**config.mk**
```make
export PLATFORM = sky130hd
export DESIGN_NAME = sha1_arbiter
export DESIGN_NICKNAME = d
export VERILOG_FILES = /design/src/rtl/sha1_arbiter.sv
export SDC_FILE = /design/constraint.sdc
export NUM_CORES = 1
export LEC_CHECK = 0
export BUFFER_PORTS_ARGS = -buffer_cell sky130_fd_sc_hd__buf_2
export CAP_MARGIN = 20
export CORE_AREA = 2 2 730 732
export CTS_CLUSTER_SIZE = 10
export DETAILED_ROUTE_END_ITERATION = 8
export DIE_AREA = 0 0 732 734
export MAX_ROUTING_LAYER = met4
export SLEW_MARGIN = 10
export SYNTH_ARGS = -nofsm -noshare
export SYNTH_HDL_FRONTEND = slang
export SYNTH_SLANG_ARGS = --single-unit
```
**constraint.sdc**
```tcl
create_clock -name clk -period 3.4 [get_ports clk]
set_clock_uncertainty 0.15 [all_clocks]
set_input_delay 0.17 -clock clk [delete_from_list [all_inputs] [get_ports clk]]
set_output_delay 0.17 -clock clk [all_outputs]
set_load 0.01 [all_outputs]
```
**src/rtl/sha1_arbiter.sv**
```systemverilog
// -----------------------------------------------------------------------------
// sha1_arbiter
//
// Shares one SHA-1 core between two requesters. A job is granted round-robin,
// the winner's 512-bit block is latched onto the core's message input, the
// core is switched on, and when the core reports finish the digest is latched
// and the owner receives a one-cycle done pulse.
//
// Parameters
//   TIMEOUT_CYCLES  maximum number of RUN cycles before a job is aborted
//                   (only meaningful when the watchdog is compiled in)
//
// Compile-time option
//   SHA1_ARB_TIMEOUT_EN  when defined, a watchdog aborts jobs whose core never
//                        finishes; done and err then pulse together and
//                        digest_out keeps its previous value. When undefined,
//                        err is tied low and RUN waits for finish forever.
//
// Ports
//   clk          sole clock, rising edge
//   reset        asynchronous, active-low reset
//   req0, req1   requests, held high until the matching done
//   msg0, msg1   512-bit message blocks, sampled only at grant
//   done0, done1 one-cycle completion pulses
//   digest_out   160-bit digest of the last successfully completed job
//   err          one-cycle pulse together with done when the job was aborted
//   busy         high whenever the arbiter is not IDLE
//   core_on      drives the core's on input
//   core_msg     drives the core's message_in
//   core_digest  core's digest_out
//   core_finish  core's finish flag
// -----------------------------------------------------------------------------
module sha1_arbiter #(
  parameter int TIMEOUT_CYCLES = 1023
) (
  input  logic         clk,
  input  logic         reset,
  input  logic         req0,
  input  logic         req1,
  input  logic [511:0] msg0,
  input  logic [511:0] msg1,
  output logic         done0,
  output logic         done1,
  output logic [159:0] digest_out,
  output logic         err,
  output logic         busy,
  output logic         core_on,
  output logic [511:0] core_msg,
  input  logic [159:0] core_digest,
  input  logic         core_finish
);

  typedef enum logic [1:0] {
    IDLE  = 2'd0,
    GRANT = 2'd1,
    RUN   = 2'd2,
    DRAIN = 2'd3
  } state_t;

  state_t state;

  // Requester that owns the job in flight (0 or 1).
  logic owner;

  // Requester granted most recently; a tie goes to the other one.
  logic last_served;

  // Requester that would win if a grant happened this cycle.
  logic pick;

`ifdef SHA1_ARB_TIMEOUT_EN
  localparam int CNT_W = (TIMEOUT_CYCLES < 2) ? 1 : $clog2(TIMEOUT_CYCLES + 1);
  localparam logic [CNT_W-1:0] CNT_LAST = CNT_W'(TIMEOUT_CYCLES - 1);

  // Counts RUN cycles of the current job; the abort fires on the RUN cycle
  // that would be the TIMEOUT_CYCLES-th one without a finish.
  logic [CNT_W-1:0] timeout_cnt;
`else
  // Without the watchdog a job can never be aborted.
  assign err = 1'b0;
`endif

  // Round-robin choice. With a single request that requester wins outright;
  // with both requests the one not served last wins, so a requester that
  // keeps re-requesting cannot starve the other.
  always_comb begin
    pick = 1'b0;
    if (req0 && req1) begin
      pick = ~last_served;
    end else if (req1) begin
      pick = 1'b1;
    end
  end

  // Main controller. All outputs are registered here so that core_on,
  // core_msg and the done/err pulses are glitch-free and change only on a
  // clock edge (or immediately on reset, which abandons any job in flight
  // without a done pulse). core_on is only ever set from GRANT and is cleared
  // on every exit from RUN, which guarantees at least one low cycle between
  // consecutive jobs. done/err default low each cycle so they are single
  // cycle pulses.
  always_ff @(posedge clk or negedge reset) begin
    if (!reset) begin
      state       <= IDLE;
      owner       <= 1'b0;
      last_served <= 1'b1;
      core_on     <= 1'b0;
      core_msg    <= '0;
      digest_out  <= '0;
      done0       <= 1'b0;
      done1       <= 1'b0;
      busy        <= 1'b0;
`ifdef SHA1_ARB_TIMEOUT_EN
      err         <= 1'b0;
      timeout_cnt <= '0;
`endif
    end else begin
      done0 <= 1'b0;
      done1 <= 1'b0;
`ifdef SHA1_ARB_TIMEOUT_EN
      err   <= 1'b0;
`endif

      case (state)
        // Waiting for work. The chosen block is latched here and only here,
        // so later changes on msg0/msg1 cannot disturb a running job, and a
        // request from the other side simply stays pending until we return.
        IDLE: begin
          core_on <= 1'b0;
          if (req0 || req1) begin
            owner       <= pick;
            last_served <= pick;
            core_msg    <= pick ? msg1 : msg0;
            busy        <= 1'b1;
            state       <= GRANT;
          end
        end

        // One setup cycle: switch the core on and arm the watchdog.
        GRANT: begin
          core_on <= 1'b1;
`ifdef SHA1_ARB_TIMEOUT_EN
          timeout_cnt <= '0;
`endif
          state   <= RUN;
        end

        // Core is hashing. The owner's req is deliberately ignored here so a
        // requester that lets go early still gets its done and digest.
        // A real finish takes priority over a coincident timeout.
        RUN: begin
          if (core_finish) begin
            digest_out <= core_digest;
            done0      <= ~owner;
            done1      <= owner;
            core_on    <= 1'b0;
            state      <= DRAIN;
          end
`ifdef SHA1_ARB_TIMEOUT_EN
          else if (timeout_cnt == CNT_LAST) begin
            done0   <= ~owner;
            done1   <= owner;
            err     <= 1'b1;
            core_on <= 1'b0;
            state   <= DRAIN;
          end else begin
            timeout_cnt <= timeout_cnt + 1'b1;
          end
`endif
        end

        // Core is off; wait for it to drop finish before accepting new work
        // so a stale finish cannot complete the next job instantly.
        DRAIN: begin
          core_on <= 1'b0;
          if (!core_finish) begin
            busy  <= 1'b0;
            state <= IDLE;
          end
        end

        default: begin
          core_on <= 1'b0;
          busy    <= 1'b0;
          state   <= IDLE;
        end
      endcase
    end
  end

endmodule

```
==> impl_metrics.ini <==
[clock_tree]
clock_path_buffers = 4
cts_tree = built
cts_buffers = 98
cts-root-buf = clkbuf_16
post_cts_buffers = 0
path_clk_slew_ps = 60
clock_latency_ps = 840
clock-sinks = 680
cts_max_level = 3

[final_layout]
final_layout_size_suffix_gt1_share_pct = 32.0
fin_area_um2 = 73000
fill_cells = 60419
syn_to_final_growth_pct = 148
utilization_pct = 13.8
finalNetCount = 8295

[setup_path]
cp_cell_sequence = inv_1 > ha_1 > o21a_4 > buf_12 > buf_12 > nor2_1 > a31oi_1 > dlygate4sd3_1
cp_data_required_time_ps = 3980
crit_buf_inv = 4
path_class = flop to flop
path_delay_family = buffers and inverters
critPathCaptureType = flop
cp.arrival_ps = 3630
path_max_fanout = 55
cpPeakStageDelay_ps = 580
slowest_stage = dlygate4sd3_1
cpMostUsedCell = buf_12
crit_path_start_kind = flop

[synthesis]
synth-warning-count = 0
synth_top_area_share_pct = 57.6
synth_area_leaders = dfrtp_1, nand2_1, a31oi_1
synth_seq_cells = 680
synth_area_um2 = 29500
synth_area_leader_cell = dfrtp_1
syn_area_per_cell_um2 = 9.32
synth_seq_area_share_pct = 57.7
synthCells = 3165
yosys.cell_types.count = 22
synth_nets = 4358

[timing]
max_slew_margin_pct = 49.5
whs_ps = 64.9
slew_violations = 0
period_minus_slack_ps = 3050
rsz0062_at_grt = false
finalSetupViolCount = 0
hold_viol = 0
worstMarginPinSlew_ps = 756
fin_tns_setup_ps = 0
period_share_pct = 89.6
fmax_mhz = 328

[grt]
gr-total-overflow = 0
grt_pass1_wl_um = 538000
grt_max_degree = 120
antenna_found_initial = 607
grt_usage_pct = 16.4
grt_pass1_vias = 43929

[detailed_routing]
drc_errors = 0
antenna_left = 0
drtIter0Drc = 3658
firstDrtPassIters = 6
via_count = 44322
wirelength_um = 445000
wl_per_cell_um = 30.3
viasPerCell = 3.02

[floorplan]
ioPinCount = 1866
start_util_pct = 5.56
coreArea_um2 = 530000
die_w_um = 732
die_y_um = 734
fp-row-count = 268
die-area_um2 = 537000

[worst_hold_path]
hp-class = primary input to flop

[place]
place_congestion = 1.27
place_area_um2 = 47500
portBuffers = 1864
dpl.hpwl_um = 385000

[status]
status = finished clean

[power]
p_leak_uw = 0.0302
power.density_nw_per_um2 = 795
ir_drop_v = 0.000588
power_uw = 58100

[run]
max_cap_violations = 0
flip-flops by register name, summed over array words and instances, names as in the netlist:
| name | count |
|---|---|
| state | 2 |
| done0 | 1 |
| done1 | 1 |
| core_on | 1 |
| digest_out | 160 |
| owner | 1 |
| busy | 1 |
| core_msg | 512 |
| last_served | 1 |
Yosys cell counts (all sizes together):
master,count
inv,4
a21oi,1
o21ai,3
nand2,1028
dfstp,1
a2bb2oi,1
conb,1
a31oi,513
o21a,1
nor2,516
buf,241
a221oi,1
mux2,162
dfrtp,679
a21bo,1
ha,4
clkbuf,5
a21boi,1
nor2b,1
o311ai,1
power breakdown:
group	switching, uW	leakage, uW	internal (uW)
Sequential	2820	0.00769	12300
Clock	4590	0.00155	6270
Combinational	18500	0.0210	13700
worst register-to-register path, cell delays in order (launching register included):
cell	delay, ps
dfrtp_1	410
inv_1	90
ha_1	300
o21a_4	440
buf_12	310
buf_12	400
nor2_1	100
a31oi_1	150
dlygate4sd3_1	580
through the flow:
step	instances	setup WS (ps)
after floorplan	3165	1590
after global placement	11919	917
after detailed placement	11919	878
after CTS	14185	292
after global routing	14593	185
final	14697	353
metal layers:
metal	vias to the layer above	global-route usage [%]	routed length (um)
met2	3029	23.0	179000
met1	21251	18.2	172000
met3	867	8.97	61800
met4	0	9.12	32000
li1	19175	-	-
met5	-	-	0
what timing repair did:
action | in CTS | in global routing
hold buffers | 2103 | 0
resized for setup | 0 | 0
endpoints found under the hold margin | 1162 | 0
final timing paths:
path / startpoint / end / slack (ps) / cells after the start
setup / recovery: state[1]$_DFFE_PN0P_ / core_msg[78]$_DFFE_PN0P_ / 350 / 8
hold / removal: msg0[374] / core_msg[374]$_DFFE_PN0P_ / 60 / 4
setup reg to reg: state[1]$_DFFE_PN0P_ / core_msg[78]$_DFFE_PN0P_ / 350 / 8
hold reg to reg: owner$_DFFE_PN0P_ / done0$_DFF_PN0_ / 270 / 1
max in group asynchronous: reset / core_msg[164]$_DFFE_PN0P_ / 1850 / 4
min in group asynchronous: reset / digest_out[90]$_DFFE_PN0P_ / 530 / 4
cell families (layout without fill, tap and decap cells):
| group | Yosys count | after routing | share of synthesized area [%] |
|---|---|---|---|
| muxes | 162 | 162 | 6.18 |
| buffers and inverters | 250 | 4250 | 5.17 |
| and+or+nand+nor | 1545 | 1545 | 19.7 |
| AOI/OAI and AO/OA | 523 | 523 | 11.1 |
| adders and majority gates | 4 | 4 | 0.170 |
| DFF | 680 | 680 | 57.7 |
| other | 1 | 513 | 0.0127 |
cell usage in the layout (no fill, tap or decap), types with 4 or more instances in the layout:
master	count
diode_2	512
clkinvlp_4	5
ha_1	4
clkbuf_1	19
inv_1	4
buf_2	1863
dfrtp_1	679
bufinv_16	8
mux2_2	162
a31oi_1	513
buf_4	77
buf_12	39
nand2_1	1027
nor2_1	516
dlygate4sd3_1	2102
clkbuf_8	14
clkinv_2	9
clkbuf_16	100
layout make-up:
class                      instances  area [um2]  share of cell area, %
antenna                          512        1280                   1.75
clock buffer                     133        2770                   3.79
clock inverter                    30         425                  0.582
inverter                           4        15.0                 0.0206
multi-input combinational       2235       11000                   15.0
sequential                       680       17000                   23.3
tap                             7020        8780                   12.0
timing repair buffer            4083       31800                   43.5
(Power assumes the default switching activity.)
